<file path="src/rtl/mux_pkg.sv">
// Shared constants and helpers for the stream multiplexer and its arbiter.
package mux_pkg;

    localparam int MODE_SEL = 0;
    localparam int MODE_RR  = 1;

    // Width of a channel index: clog2(n), but never narrower than one bit.
    function automatic int sel_width(input int n);
        int w;
        w = 0;
        while ((1 << w) < n) w++;
        return (w < 1) ? 1 : w;
    endfunction

endpackage

</file>
<file path="src/rtl/rr_arbiter.sv">
// Round-robin arbiter: grants the first requester after ptr, wrapping modulo N.
module rr_arbiter
    import mux_pkg::*;
#(
    parameter int N  = 4,
    parameter int SW = sel_width(N)
) (
    input  logic [N-1:0]  req,
    input  logic [SW-1:0] ptr,
    input  logic          enable,
    output logic [N-1:0]  grant
);

    logic found;

    // NOTE: every variable written in always_comb gets a default first; a
    // path that leaves one unassigned would infer a latch.
    always_comb begin
        grant = '0;
        found = 1'b0;
        for (int k = 1; k <= N; k++) begin
            for (int i = 0; i < N; i++) begin
                if (enable && !found && req[i] && (i == (int'(ptr) + k) % N)) begin
                    grant[i] = 1'b1;
                    found    = 1'b1;
                end
            end
        end
    end

endmodule

</file>
<file path="src/rtl/stream_mux.sv">
// N-to-1 valid/ready stream multiplexer with a registered output stage,
// choosing its source by explicit select (MODE_SEL) or round-robin (MODE_RR).
module stream_mux
    import mux_pkg::*;
#(
    parameter  int W    = 32,
    parameter  int N    = 4,
    parameter  int MODE = 0,
    localparam int SW   = sel_width(N)
) (
    input  logic            clk,
    input  logic            rst_n,
    input  logic [N*W-1:0]  in_data,
    input  logic [N-1:0]    in_valid,
    output logic [N-1:0]    in_ready,
    input  logic [SW-1:0]   sel,
    output logic [W-1:0]    out_data,
    output logic            out_valid,
    input  logic            out_ready,
    output logic [SW-1:0]   out_chan
);

    logic [N-1:0]  grant;
    logic          load;
    logic          accept;
    logic [W-1:0]  acc_data;
    logic [SW-1:0] acc_idx;

    logic          out_valid_q, out_valid_d;
    logic [W-1:0]  out_data_q,  out_data_d;
    logic [SW-1:0] out_chan_q,  out_chan_d;

    // Grants are forced off while rst_n is low so no upstream beat is consumed.
    if (MODE == MODE_RR) begin : g_rr
        logic [SW-1:0] ptr_q, ptr_d;

        rr_arbiter #(.N(N), .SW(SW)) u_arb (
            .req    (in_valid),
            .ptr    (ptr_q),
            .enable (rst_n),
            .grant  (grant)
        );

        assign ptr_d = accept ? acc_idx : ptr_q;

        // NOTE: sequential state uses non-blocking assignments only, so every
        // register samples the pre-edge value of its inputs.
        always_ff @(posedge clk or negedge rst_n) begin
            if (!rst_n) ptr_q <= SW'(N - 1);
            else        ptr_q <= ptr_d;
        end
    end else begin : g_sel
        always_comb begin
            grant = '0;
            for (int i = 0; i < N; i++) begin
                if (rst_n && in_valid[i] && (int'(sel) == i)) grant[i] = 1'b1;
            end
        end
    end

    assign load     = !out_valid_q || out_ready;
    assign in_ready = load ? grant : '0;
    assign accept   = |in_ready;

    always_comb begin
        acc_data = '0;
        acc_idx  = '0;
        for (int i = 0; i < N; i++) begin
            if (in_ready[i]) begin
                acc_data = in_data[i*W +: W];
                acc_idx  = SW'(i);
            end
        end
    end

    // A grant on a drain cycle replaces the held beat directly, so there is no bubble.
    always_comb begin
        out_valid_d = out_valid_q;
        out_data_d  = out_data_q;
        out_chan_d  = out_chan_q;
        if (accept) begin
            out_valid_d = 1'b1;
            out_data_d  = acc_data;
            out_chan_d  = acc_idx;
        end else if (out_ready) begin
            out_valid_d = 1'b0;
        end
    end

    always_ff @(posedge clk or negedge rst_n) begin
        if (!rst_n) begin
            out_valid_q <= 1'b0;
            out_data_q  <= '0;
            out_chan_q  <= '0;
        end else begin
            out_valid_q <= out_valid_d;
            out_data_q  <= out_data_d;
            out_chan_q  <= out_chan_d;
        end
    end

    assign out_valid = out_valid_q;
    assign out_data  = out_data_q;
    assign out_chan  = out_chan_q;

endmodule

</file>
<file path="config.mk">
export PLATFORM = sky130hd
export DESIGN_NAME = stream_mux
export DESIGN_NICKNAME = d
export VERILOG_FILES = /design/src/rtl/mux_pkg.sv /design/src/rtl/rr_arbiter.sv /design/src/rtl/stream_mux.sv
export SDC_FILE = /design/constraint.sdc
export NUM_CORES = 1
export LEC_CHECK = 0
export CAP_MARGIN = 20
export CORE_AREA = 10 10 90 92
export DETAILED_ROUTE_END_ITERATION = 8
export DIE_AREA = 0 0 100 102
export PLACE_DENSITY = 0.95
export SYNTH_ARGS = -nofsm -noshare
export SYNTH_HDL_FRONTEND = slang
export SYNTH_HIERARCHICAL = 1
export SYNTH_SLANG_ARGS = --single-unit
</file>
<file path="constraint.sdc">
create_clock -name clk -period 4.14 [get_ports clk]
set_input_delay 0.828 -clock clk [delete_from_list [all_inputs] [get_ports clk]]
set_output_delay 0.828 -clock clk [all_outputs]
set_load 0.02 [all_outputs]
</file>
* Yosys cells after proc, flatten, opt, wreduce, memory -nomap -nowiden
Cells that the tools add are included.
Word-level totals: register bits 35, logic and storage cells 33, output and inout bits 39, bits of input ports 137
Cells by class: reductions and logical operators 13, equal/unequal tests 3, multiplexer cells 14
Operators with widths (number):
- two-way mux 32 bit | 4
- logical AND 1 bit | 8
- two-way mux 1 bit | 7
- equality test 2 bit (second input constant) | 2
- two-way mux 2 bit | 2
- two-way mux 4 bit | 1
- OR reduction 4 bit | 1
- equality test 2 x 1 -> 1 bit (second input constant) | 1
- zero test 2 bit | 1
- nonzero test 2 bit | 1
- zero test 1 bit | 1
- logical OR 1 bit | 1

* Longest topological paths before layout
depth after elaboration 8, mapped depth 7, gate-level depth less buffers 4

* Worst setup path after synthesis
Ideal clock, no wire load.
path kind input-to-output, from input rst_n, to output in_ready[0], buffers on the path 1, arrival 1.771 ns, data required time 3.312 ns, stages 4, slack 1.541 ns, cell sequence inv_1 -> nor3_2 -> clkbuf_1 -> and2_1
On the way: longest elaborated chain between the ends 4
RTL lines:
- from (decl) | RTL line stream_mux.sv:12 | input logic rst_n,
- logical AND 1 bit (2 in series) | RTL line stream_mux.sv:56 | if (rst_n && in_valid[i] && (int'(sel) == i)) grant[i] = 1'b1;
- two-way mux 1 bit | RTL line stream_mux.sv:56
- two-way mux 4 bit | RTL line stream_mux.sv:62 | assign in_ready = load ? grant : '0;
- to (decl) | RTL line stream_mux.sv:15 | output logic [N-1:0] in_ready,
No other way between the ends.

* Worst setup path in the final report
from input sel[1], to output in_ready[1]
On the way: longest elaborated chain between the ends 4
RTL lines:
- from (decl) | RTL line stream_mux.sv:16 | input logic [SW-1:0] sel,
- equality test 2 bit | RTL line stream_mux.sv:56
- logical AND 1 bit | RTL line stream_mux.sv:56
- two-way mux 1 bit | RTL line stream_mux.sv:56
- two-way mux 4 bit | RTL line stream_mux.sv:62
No other way between the ends.

==> summary.md <==
| Metric | Value |
|---|---|
| Clock Path Buffers | `2` |
| PD cells | `320 nW/um^2` |
| Dpl cells | `476` |
| Top FF cell, synth | `dfrtp_1` |
| Routed Wire Length | `11000 um` |
| Total CTS buffers | `5` |
| Final min period | `3.88 ns` |
| Final core utilization | `66.2%` |
| Sink Count | `35` |
| Leakage power | `0.00157 uW` |
| DR pass1 iterations | `5` |
| Register area share after synthesis | `38.5%` |
| Setup violators final | `0` |
| I/O pin cnt | `176` |
| Max-slew violations | `0` |
| Vias | `2755` |
| Number of diodes | `0` |
| Initial core utilization | `36.2%` |
| Post-DP HPWL | `8340 um` |
| Min-Delay Startpoint | `out_data[27]$_DFFE_PN0P_` |
| Synthesis Warnings | `6` |
| Fmax | `258 MHz` |
| Fin crit share | `93.8%` |
| Rows | `29` |
| Antenna violations before repair | `0` |
| Synth unique cells | `25` |
| Insertion delay to the later sink of the worst-skew pair | `0.28 ns` |
| Gpl congestion | `0.915` |
| Hold Fails Final Rpt | `0` |
| Post-cts hold buffer count | `0` |
| Hold Path End | `out_data[27]$_DFFE_PN0P_` |
| CP max stage delay | `0.78 ns` |
| CTS tree | `done` |
| Worst-Margin Slew | `1.01 ns` |
| Worst Hold Depth | `1` |
| Critical path launch point type | `primary input` |
| Buf/Inv on CP | `2` |
| Worst path top cell family by delay | `buffers and inverters` |
| CP Max Fanout | `21` |
| Chip height | `102 um` |
| GRT Overall Usage | `20.1%` |
| Congestion Overflow GR | `0` |
| R2R Setup Slk | `2.09 ns` |
| # port buffers | `175` |
| Largest net degree at the start of global routing | `39` |
| H-tree depth | `2` |
| Antenna Nets Post-Route | `0` |
| Reg2Reg Launch Point | `out_valid$_DFFE_PN0P_` |
| Synthesized area | `2270 um^2` |
| Worst Skew | `0.00441 ns` |
| Final non-filler cell total | `484` |
| Setup TNS Final | `0 ns` |
| Full die area | `10200 um^2` |
| First-pass GRT wire length | `16200 um` |
| Clk slew on worst S/H paths | `0.07 ns` |
| Die extent in x | `100 um` |
| Cells after synthesis | `241` |
| Synth-to-layout area growth | `82.9%` |
| Reg2reg path depth | `5` |
| Fill count | `530` |
| Hold Path Class | `reg -> reg` |
| Share of layout cells above drive strength 1 | `5.90%` |
| Resized Gates After CTS | `0` |
| Crit-path cells | `clkdlybuf4s50_1 > nor3_4 > and2_1 > clkdlybuf4s50_1` |
| Vias per inst | `5.69` |
| Vias in the first global route | `2958` |
| Clk root buf | `clkbuf_8` |
| CP max stage cell | `nor3_4` |
| Worst VDD drop | `0.187 mV` |
| WP data arrival | `3.05 ns` |
| Asr flop ratio synth | `100%` |
| Outcome | `completed` |
| Core area | `6280 um^2` |
| Slew headroom | `32.5%` |
| Initial DRC count | `145` |
| Critical Path Most Common Cell | `clkdlybuf4s50_1` |
| Post-synth EDFFs | `0` |
| DRC Markers | `0` |
| Post-CTS Setup Inserts | `0` |
| Final nets | `543` |
| Crit path required time | `3.31 ns` |
| Max-Cap Viols | `0` |
| Syn_nets | `378` |
| Routed wire per std cell | `22.7 um` |
| FF-to-FF End | `out_data[18]$_DFFE_PN0P_` |
| RSZ-0062 raised after global routing | `false` |
| Syn Area/Cell | `9.43 um^2` |
| Synthesis-stage register bit count | `35` |
| Kind of critical path | `in -> out` |
| Crit. End Element | `output pin` |
[worst max path at each step]
stage	from	end	slack [ns]	depth (start not counted)
6_report	sel[1]	in_ready[1]	0.26	4
5_1_grt	sel[1]	in_ready[1]	0.15	4
4_1_cts	sel[1]	in_ready[1]	0.27	4
3_5_place_dp	sel[1]	in_ready[1]	0.28	4
3_3_place_gp	sel[1]	in_ready[1]	0.36	4
2_1_floorplan	rst_n	in_ready[0]	1.54	4
[where the power goes]
| group | internal [uW] | switching, uW | total, uW |
|---|---|---|---|
| Sequential | 418 | 49.0 | 467 |
| Combinational | 324 | 265 | 588 |
| Clock | 152 | 120 | 272 |
| Total | 894 | 434 | 1330 |
[Yosys cell counts, drive strengths merged, types with 2 or more instances]
cell type,count,share of area (%)
nor2,32,5.3
a22o,2,0.77
clkbuf,17,2.8
inv,2,0.33
and2,3,0.94
dfrtp,35,39
nor3,2,0.88
buf,9,3.4
nand2,33,5.5
a221oi,31,12
nor2b,2,0.55
o2bb2ai,62,24
[through the flow]
stage               setup WS, ns  hold WS [ns]  instance area [um^2]  power (uW)
global placement           0.357         0.471                  4060        1040
detailed placement         0.282         0.474                  4060        1060
floorplan                   1.54         0.532                  2270         709
global route               0.152         0.505                  4160        1390
finish                     0.259         0.496                  4160        1330
CTS                        0.265         0.494                  4160        1340
[state kept, by name, indices dropped and copies added, names as in the netlist]
| name | cells |
|---|---|
| out_valid | 1 |
| out_data | 32 |
| out_chan | 2 |
[cells by family after synthesis]
| family | synth area share, % |
|---|---|
| AOI/OAI and AO/OA | 39.4 |
| buffers and inverters | 6.50 |
| DFF | 38.5 |
| muxes | 0.496 |
| and+or+nand+nor | 15.0 |
[routing by layer]
layer  up-vias  GRT usage, %  share of wire (%)
met1      1330          21.4                 36
met5         -             0                  0
met4         0          5.33                1.4
met3        12          6.55                7.4
met2       139          37.3                 55
li1       1274             -                  -
[area by class of cell]
cell class	instances	area (um^2)	area share, %
multi-input combinational	178	1260	30.4
timing repair buffer	184	1810	43.7
clock buffer	8	100	2.41
tap	77	96.3	2.32
inverter	2	7.51	0.181
sequential	35	876	21.1
[cell usage in the layout (no fill, tap or decap), drive strengths merged]
cell,netlist,routed
nor2,32,32
and2,3,3
dfrtp,35,35
nand3,1,1
mux2,1,1
or3,1,1
nand2,33,33
a221oi,31,31
o2111ai,1,1
buf,9,10
o211ai,1,1
a221o,1,1
a31oi,1,1
clkdlybuf4s50,0,174
nor2b,2,2
nor3,2,2
a22o,2,2
a21oi,1,1
inv,2,2
a211o,1,1
nand2b,1,1
o2bb2ai,62,62
nor4,1,1
clkbuf,17,8
(Power assumes the default switching activity.)
